`src/rtl/packet_receiver.sv`:
```
// Packet receiver: parses src/dest/size/data/crc bytes into one fifo slot, commits the slot with winc on the crc byte.
// Latency: each accepted byte appears on waddr_in/wdata one clock later. Backpressure: none; wfull is checked on the first byte only.
module packet_receiver #(
  parameter int UWIDTH    = 8,
  parameter int PTR_IN_SZ = 4,
  parameter int MAX_DSZ   = 12,
  parameter int TIMEOUT   = 16,
  parameter int CRC_CHECK = 0
) (
  input  logic                 clk,
  input  logic                 rst,
  input  logic                 packet_valid,
  input  logic [UWIDTH-1:0]    packet_in,
  input  logic                 wfull,
  output logic                 winc,
  output logic [PTR_IN_SZ-1:0] waddr_in,
  output logic [UWIDTH-1:0]    wdata,
  output logic                 busy,
  output logic                 pkt_done,
  output logic                 pkt_err,
  output logic [1:0]           err_code
);

  typedef enum logic [2:0] {IDLE, SRC, SIZE, DATA, CRC, DROP_HDR, DROP} state_t;

  localparam logic [UWIDTH-1:0] MAX_SZ  = UWIDTH'(MAX_DSZ);
  localparam logic [UWIDTH:0]   REM_ONE = (UWIDTH+1)'(1);
  localparam logic [15:0]       TO_LAST = 16'((TIMEOUT > 0) ? TIMEOUT - 1 : 0);

  state_t            state;
  logic [UWIDTH:0]   remaining;   // one bit wider: a dropped packet may need size+1 bytes
  logic              hdr_cnt;
  logic [UWIDTH-1:0] crc_acc;
  logic [15:0]       idle_cnt;
  logic              timeout_hit;

  assign busy        = (state != IDLE);
  assign timeout_hit = (TIMEOUT != 0) && !packet_valid && (state != IDLE) && (idle_cnt == TO_LAST);

  always_ff @(posedge clk) begin
    if (rst) begin
      state     <= IDLE;
      remaining <= '0;
      hdr_cnt   <= 1'b0;
      crc_acc   <= '0;
      idle_cnt  <= '0;
      winc      <= 1'b0;
      waddr_in  <= '0;
      wdata     <= '0;
      pkt_done  <= 1'b0;
      pkt_err   <= 1'b0;
      err_code  <= 2'd0;
    end else begin
      winc     <= 1'b0;
      pkt_done <= 1'b0;
      pkt_err  <= 1'b0;
      if (packet_valid)
        idle_cnt <= '0;
      else if (state != IDLE)
        idle_cnt <= idle_cnt + 1'b1;

      if (timeout_hit) begin
        state    <= IDLE;
        pkt_err  <= 1'b1;
        err_code <= 2'd3;
        crc_acc  <= '0;
        idle_cnt <= '0;
      end else if (packet_valid) begin
        case (state)
          IDLE: begin
            waddr_in <= '0;
            wdata    <= packet_in;
            crc_acc  <= packet_in;
            if (wfull) begin
              state    <= DROP_HDR;
              hdr_cnt  <= 1'b0;
              err_code <= 2'd1;
            end else begin
              state <= SRC;
            end
          end
          SRC: begin
            waddr_in <= waddr_in + 1'b1;
            wdata    <= packet_in;
            crc_acc  <= crc_acc ^ packet_in;
            state    <= SIZE;
          end
          SIZE: begin
            waddr_in <= waddr_in + 1'b1;
            wdata    <= packet_in;
            crc_acc  <= crc_acc ^ packet_in;
            if (packet_in > MAX_SZ) begin
              state     <= DROP;
              remaining <= {1'b0, packet_in} + REM_ONE;
              err_code  <= 2'd2;
            end else if (packet_in == '0) begin
              state <= CRC;
            end else begin
              state     <= DATA;
              remaining <= {1'b0, packet_in};
            end
          end
          DATA: begin
            waddr_in  <= waddr_in + 1'b1;
            wdata     <= packet_in;
            crc_acc   <= crc_acc ^ packet_in;
            remaining <= remaining - 1'b1;
            if (remaining == REM_ONE)
              state <= CRC;
          end
          CRC: begin
            waddr_in <= waddr_in + 1'b1;
            wdata    <= packet_in;
            crc_acc  <= '0;
            state    <= IDLE;
            if ((CRC_CHECK != 0) && (packet_in != crc_acc)) begin
              pkt_err  <= 1'b1;
              err_code <= 2'd3;
            end else begin
              winc     <= 1'b1;
              pkt_done <= 1'b1;
            end
          end
          DROP_HDR: begin
            if (hdr_cnt) begin
              remaining <= {1'b0, packet_in} + REM_ONE;
              state     <= DROP;
            end else begin
              hdr_cnt <= 1'b1;
            end
          end
          DROP: begin
            remaining <= remaining - 1'b1;
            if (remaining == REM_ONE) begin
              pkt_err <= 1'b1;
              crc_acc <= '0;
              state   <= IDLE;
            end
          end
          default: state <= IDLE;
        endcase
      end
    end
  end

endmodule

```
`config.mk`:
```
export PLATFORM = sky130hd
export DESIGN_NAME = packet_receiver
export DESIGN_NICKNAME = d
export VERILOG_FILES = /design/src/rtl/packet_receiver.sv
export SDC_FILE = /design/constraint.sdc
export NUM_CORES = 1
export LEC_CHECK = 0
export CAP_MARGIN = 15
export CORE_ASPECT_RATIO = 1.2
export CORE_MARGIN = 4
export CORE_UTILIZATION = 35
export CTS_CLUSTER_DIAMETER = 100
export DETAILED_ROUTE_END_ITERATION = 10
export PLACE_DENSITY_LB_ADDON = 0.1
export SLEW_MARGIN = 10
export SYNTH_ARGS = -nofsm -noshare
export SYNTH_HDL_FRONTEND = slang
export SYNTH_SLANG_ARGS = --single-unit
```
`constraint.sdc`:
```
create_clock -name clk -period 7 [get_ports clk]
set_clock_uncertainty 0.1 [all_clocks]
set_input_delay 1.75 -clock clk [delete_from_list [all_inputs] [get_ports clk]]
set_output_delay 1.75 -clock clk [all_outputs]
set_load 0.02 [all_outputs]
```
Word-level counts from Yosys, hierarchy flattened:

Index checks and enable logic that the tools add are counted.

* flip-flop bits (word level): 45
* bits of input ports: 12
* word-level logic and storage cells: 78

* $add $sub $neg: 4
* $lt $le $gt $ge: 1
* eq/ne operators: 15
* mux-type cells: 24
* bitwise operators: 2
* reductions and logical operators: 23

Operators with widths (number)
* two-way mux 9 bit: 3
* one-hot mux 9 bit (3 select lines): 1
* two-way mux 3 bit: 6
* one-hot mux 3 bit (6 select lines): 1
* adder 16 x 1 -> 16 bit (second input constant): 1
* equality test 16 x 4 -> 1 bit (second input constant): 1
* AND reduction 4 bit: 3
* adder 8 x 1 -> 9 bit (second input constant): 1
* equality test 3 bit (second input constant): 3
* equality test 9 x 1 -> 1 bit (second input constant): 1
* inequality test 3 bit (second input constant): 3
* nonzero test 3 bit: 3
* subtractor 9 x 1 -> 9 bit (second input constant): 1
* > comparator 8 x 4 -> 1 bit (second input constant): 1
* logical NOT 8 bit: 1
* two-way mux 2 bit: 4
* inequality test 2 bit (second input constant): 4
* one-hot mux 4 bit (2 select lines): 1
* equality test 3 x 2 -> 1 bit (second input constant): 2
* two-way mux 1 bit: 6
* AND reduction 3 bit: 2
* nonzero test 2 bit: 3
* OR reduction 3 bit: 2
* AND reduction 5 bit: 1
* 11 further kinds: 14

Longest topological paths before layout:

* depth in word-level cells: 5
* mapped depth: 8
* mapped depth without buffers: 7

Worst setup path after synthesis:

No wires, ideal clock.

* path kind: input to register
* start: input packet_in[4]
* end: register remaining[5]
* library setup time: 0.126 ns
* data arrival time: 3.514 ns
* required time: 6.774 ns
* setup slack: 3.260 ns
* stages: 6
* path buffers: 1
* cells stage by stage: or4_1 clkbuf_2 or4_4 a32oi_4 nor2_1 o2bb2ai_1

* word-level cells in the longest chain between the ends: 3

RTL lines
* start: declaration: line 13 `input logic [UWIDTH-1:0] packet_in,`
* adder 8 x 1 -> 9 bit, or another cell as far along: line 94, 126
* two-way mux 9 bit, or another cell as far along: line 125 `if (hdr_cnt) begin`
* one-hot mux 9 bit (3 select lines) / AND reduction 5 bit (equally long branches)
* end signal: assignment: line 94 `remaining <= {1'b0, packet_in} + REM_ONE;`
* end signal: assignment: line 100 `remaining <= {1'b0, packet_in};`
* end signal: assignment: line 126 `remaining <= {1'b0, packet_in} + REM_ONE;`
* end: declaration: line 31 `logic [UWIDTH:0] remaining;`

Parallel ways exist; a longest one is shown, timed or not. The select of a mux whose other input is x is not followed.
A chain may end at the register's enable or synchronous reset.

Final worst setup path:

* start: register state[0]
* end: output busy

* word-level cells in the longest chain between the ends: 1

RTL lines
* start: declaration: line 30 `state_t state;`
* start signal: assignment: line 42 `state <= IDLE;`
* start signal: assignment: line 63 `state <= IDLE;`
* start signal: assignment: line 75 `state <= DROP_HDR;`
* nonzero test 3 bit: line 37 `assign busy = (state != IDLE);`
* end: declaration: line 18 `output logic busy,`

No other way between the ends.

==> metrics.cfg <==
[finish]
final_core_utilization_pct=41.1
finalNetCount=392
syn_to_final_growth_pct=14.6
antennaDiodeCount=0
final_layout_size_suffix_gt1_share_pct=6.95
final-instance-count-excl-fill=466
fillCellCount=829
final_area_mm2=0.00315

[min_path]
worstHoldPathCells=2
timing.hold.worst.start=wdata[3]
holdCritPathClass=flip-flop to flip-flop
min_to=wdata[3]

[placement]
dp_hpwl_mm=5.32
placement.cell_area_mm2=0.00306
numPlacedInstances=459
place.gp.congestion=0.823
port_buffers=29

[logic_synthesis]
yosys.area_share.xor_xnor_pct=7.00
post_synth_num_cell_types=64
synthesis.area_mm2=0.00275
synth_most_common_cell=dfxtp_1
postSynth.asyncResetShare_pct=0
synth.area.mux_share_pct=0.364
syn_nets=373
synth_seq_cells=45
synthSimpleGateAreaFrac_pct=26.2
synth_adder_area_share_pct=3.09
yosys_warnings=0
synth-edff-count=0
synth_compound_gate_area_share_pct=23.6
postSynthCellCount=355
yosys_most_used_dff=dfxtp_1
seq_area_frac_synth_pct=32.7
biggest_area_contributors_in_the_synthesized_netlist=dfxtp_1 (33%), nor2_1 (5.9%), a21oi_1 (5.6%), xnor2_1 (5.4%), nand2_1 (5.0%)
yosysTopAreaCellShare_pct=32.7
synth_common_cells=dfxtp_1 (45), nor2_1 (43), nand2_1 (37)
synth_top_area_cell=dfxtp_1
largest_family_of_logic_cells_by_synthesized_area=simple AND/OR/NAND/NOR gates
syn_avg_cell_area_um2=7.75

[worst_setup_path]
library_cell_contributing_the_largest_single_delay_on_the_critical_path=clkdlybuf4s50_1
worst_path_dominant_cell_family=buffers and inverters
r2r_end=state[0]
r2r_setup_slack_ps=4520
max_stage_delay_ps=620
regToRegStartpoint=remaining[2]
setup.worst_path.end_class=output port
critical_path.cell_chain=or2_2 > nor2_1 > clkinv_1 > clkdlybuf4s50_1
setup.worst_path.start_class=flip-flop
cp.required_ps=5150
critPathBufInv=2
worst_r2r_path_depth=5
critical_path_class=flip-flop to output port
worstPathMaxFanout=26
critical_path_arrival_ps=2570

[floorplan]
start_util_pct=35.9
chipWidth_um=88.9
core_area_mm2=0.00766
dieHeight_um=105
ios=30
placementRows=35
die_area_mm2=0.00935

[timing]
fmax_mhz=226
report.final.hold_viol_count=0
final_min_period_over_clock_period_pct=63.2
finalCriticalPeriod_ps=4420
timing.final.max_slew_violations=0
totalNegativeSetupSlack_ps=0
unrepaired_setup_endpoints_after_global_routing=no
slew_headroom_pct=41.3
setup_viol=0
tightestPinTransition_ps=879

[route]
wl_per_cell_um=15.6
post-route-drc-count=0
dr.pass1.iters=4
detailed_route_vias_per_instance=5.57
detail_route.wirelength_mm=7.29
antenna_left=0
vias=2596
initialDrtViolationCount=196

[power_and_ir_drop]
ir_drop_uv=78.9
total_leakage_power_nw=1.05
power_density_mw_per_mm2=180

[grt]
via_count_of_the_first_global_routing_pass=2566
globalRouteOverflowTotal=0
grt_first_pass_wirelength_mm=12.6
pin_count_of_the_biggest_net_entering_global_routing=31
globalRouteTotalUtil_pct=16.8
antenna_violations_before_repair=0

[clock_tree]
htree_levels=2
buffer_levels_on_the_longest_clock_path=2
number_of_hold_repair_buffers_added_at_the_cts_stage=0
sinks_on_the_clock_net=45
cts_setup_buffers=0
clock_tree.root_cell=clkbuf_8
cts_tree=yes
cts_repair_resize_count=0
clkSlewWorstSetupHoldPaths_ps=90
numCtsBuffers=5
worst_skew_pair.late_latency_ps=300

[run]
maxCapViolations=0

[outcome]
outcome=finished clean

[worst max-delay path by stage]
stage,end,depth (start not counted),from
floorplan,remaining[5],6,packet_in[4]
global placement,remaining[5],6,packet_in[4]
detailed placement,remaining[8],6,packet_in[4]
CTS,busy,4,state[0]
global route,busy,4,state[0]
finish,busy,4,state[0]
[tightest hold or removal path, stage by stage (launching register included)]
cell and delay [ps]:
dfxtp_1 320, nand2_1 50, a21oi_1 50
[report_power, final]
part	switching (mW)	leakage, nW	internal [mW]
clock network	0.0890	0.0433	0.0782
registers	0.0112	0.365	0.265
logic	0.0761	0.638	0.0491
total	0.176	1.05	0.392
[cell families after synthesis]
| group | after synthesis |
|---|---|
| mux | 1 |
| fa+ha+maj | 7 |
| compound gates | 92 |
| buf+inv | 38 |
| simple gates | 150 |
| flops | 45 |
| xor+xnor | 22 |
[metal layers]
layer	wire, um	GRT usage [%]	up-vias
met4	128	4.36	0
met5	0	0	-
li1	-	-	1316
met3	261	2.37	10
met1	3290	22.5	1217
met2	3610	27.8	53
[sequential cells by signal, summed over array words and instances (netlist names)]
register / cells
idle_cnt: 16
remaining: 9
wdata: 8
waddr_in: 4
state: 3
err_code: 2
hdr_cnt: 1
pkt_done: 1
pkt_err: 1
[final cells by class]
| type | instances | area, um^2 | area share [%] |
|---|---|---|---|
| clock inverters | 1 | 7.51 | 0.238 |
| inverters | 16 | 60.1 | 1.90 |
| well taps | 92 | 115 | 3.65 |
| clock buffers | 6 | 82.6 | 2.62 |
| flip-flops and latches | 45 | 901 | 28.6 |
| multi-input cells | 272 | 1660 | 52.6 |
| repair buffers | 34 | 328 | 10.4 |
[per-stage QoR]
| step | power (mW) | hold slack (ps) | setup WS (ps) |
|---|---|---|---|
| floorplan | 0.368 | 353 | 3260 |
| global placement | 0.406 | 346 | 2530 |
| detailed placement | 0.407 | 351 | 2490 |
| CTS | 0.578 | 363 | 2550 |
| global route | 0.605 | 379 | 2350 |
| finish | 0.568 | 358 | 2580 |
[cell usage in the layout, fill, tap and decap left out, types with 3 or more instances in the layout]
cell and n:
or2b_2 3, clkbuf_8 6, xnor2_1 17, inv_1 15, o21ai_0 12, or3_1 4, nand3_1 24, o211ai_1 4
nor3_1 9, o2bb2ai_1 5, nor2_1 43, o32ai_1 4, buf_4 5, a31oi_1 6, nor4_1 8, xor2_1 5
ha_1 6, a21oi_1 31, nand4_1 5, clkdlybuf4s50_1 29, dfxtp_1 45, nand2_1 37
(Power assumes the default switching activity.)
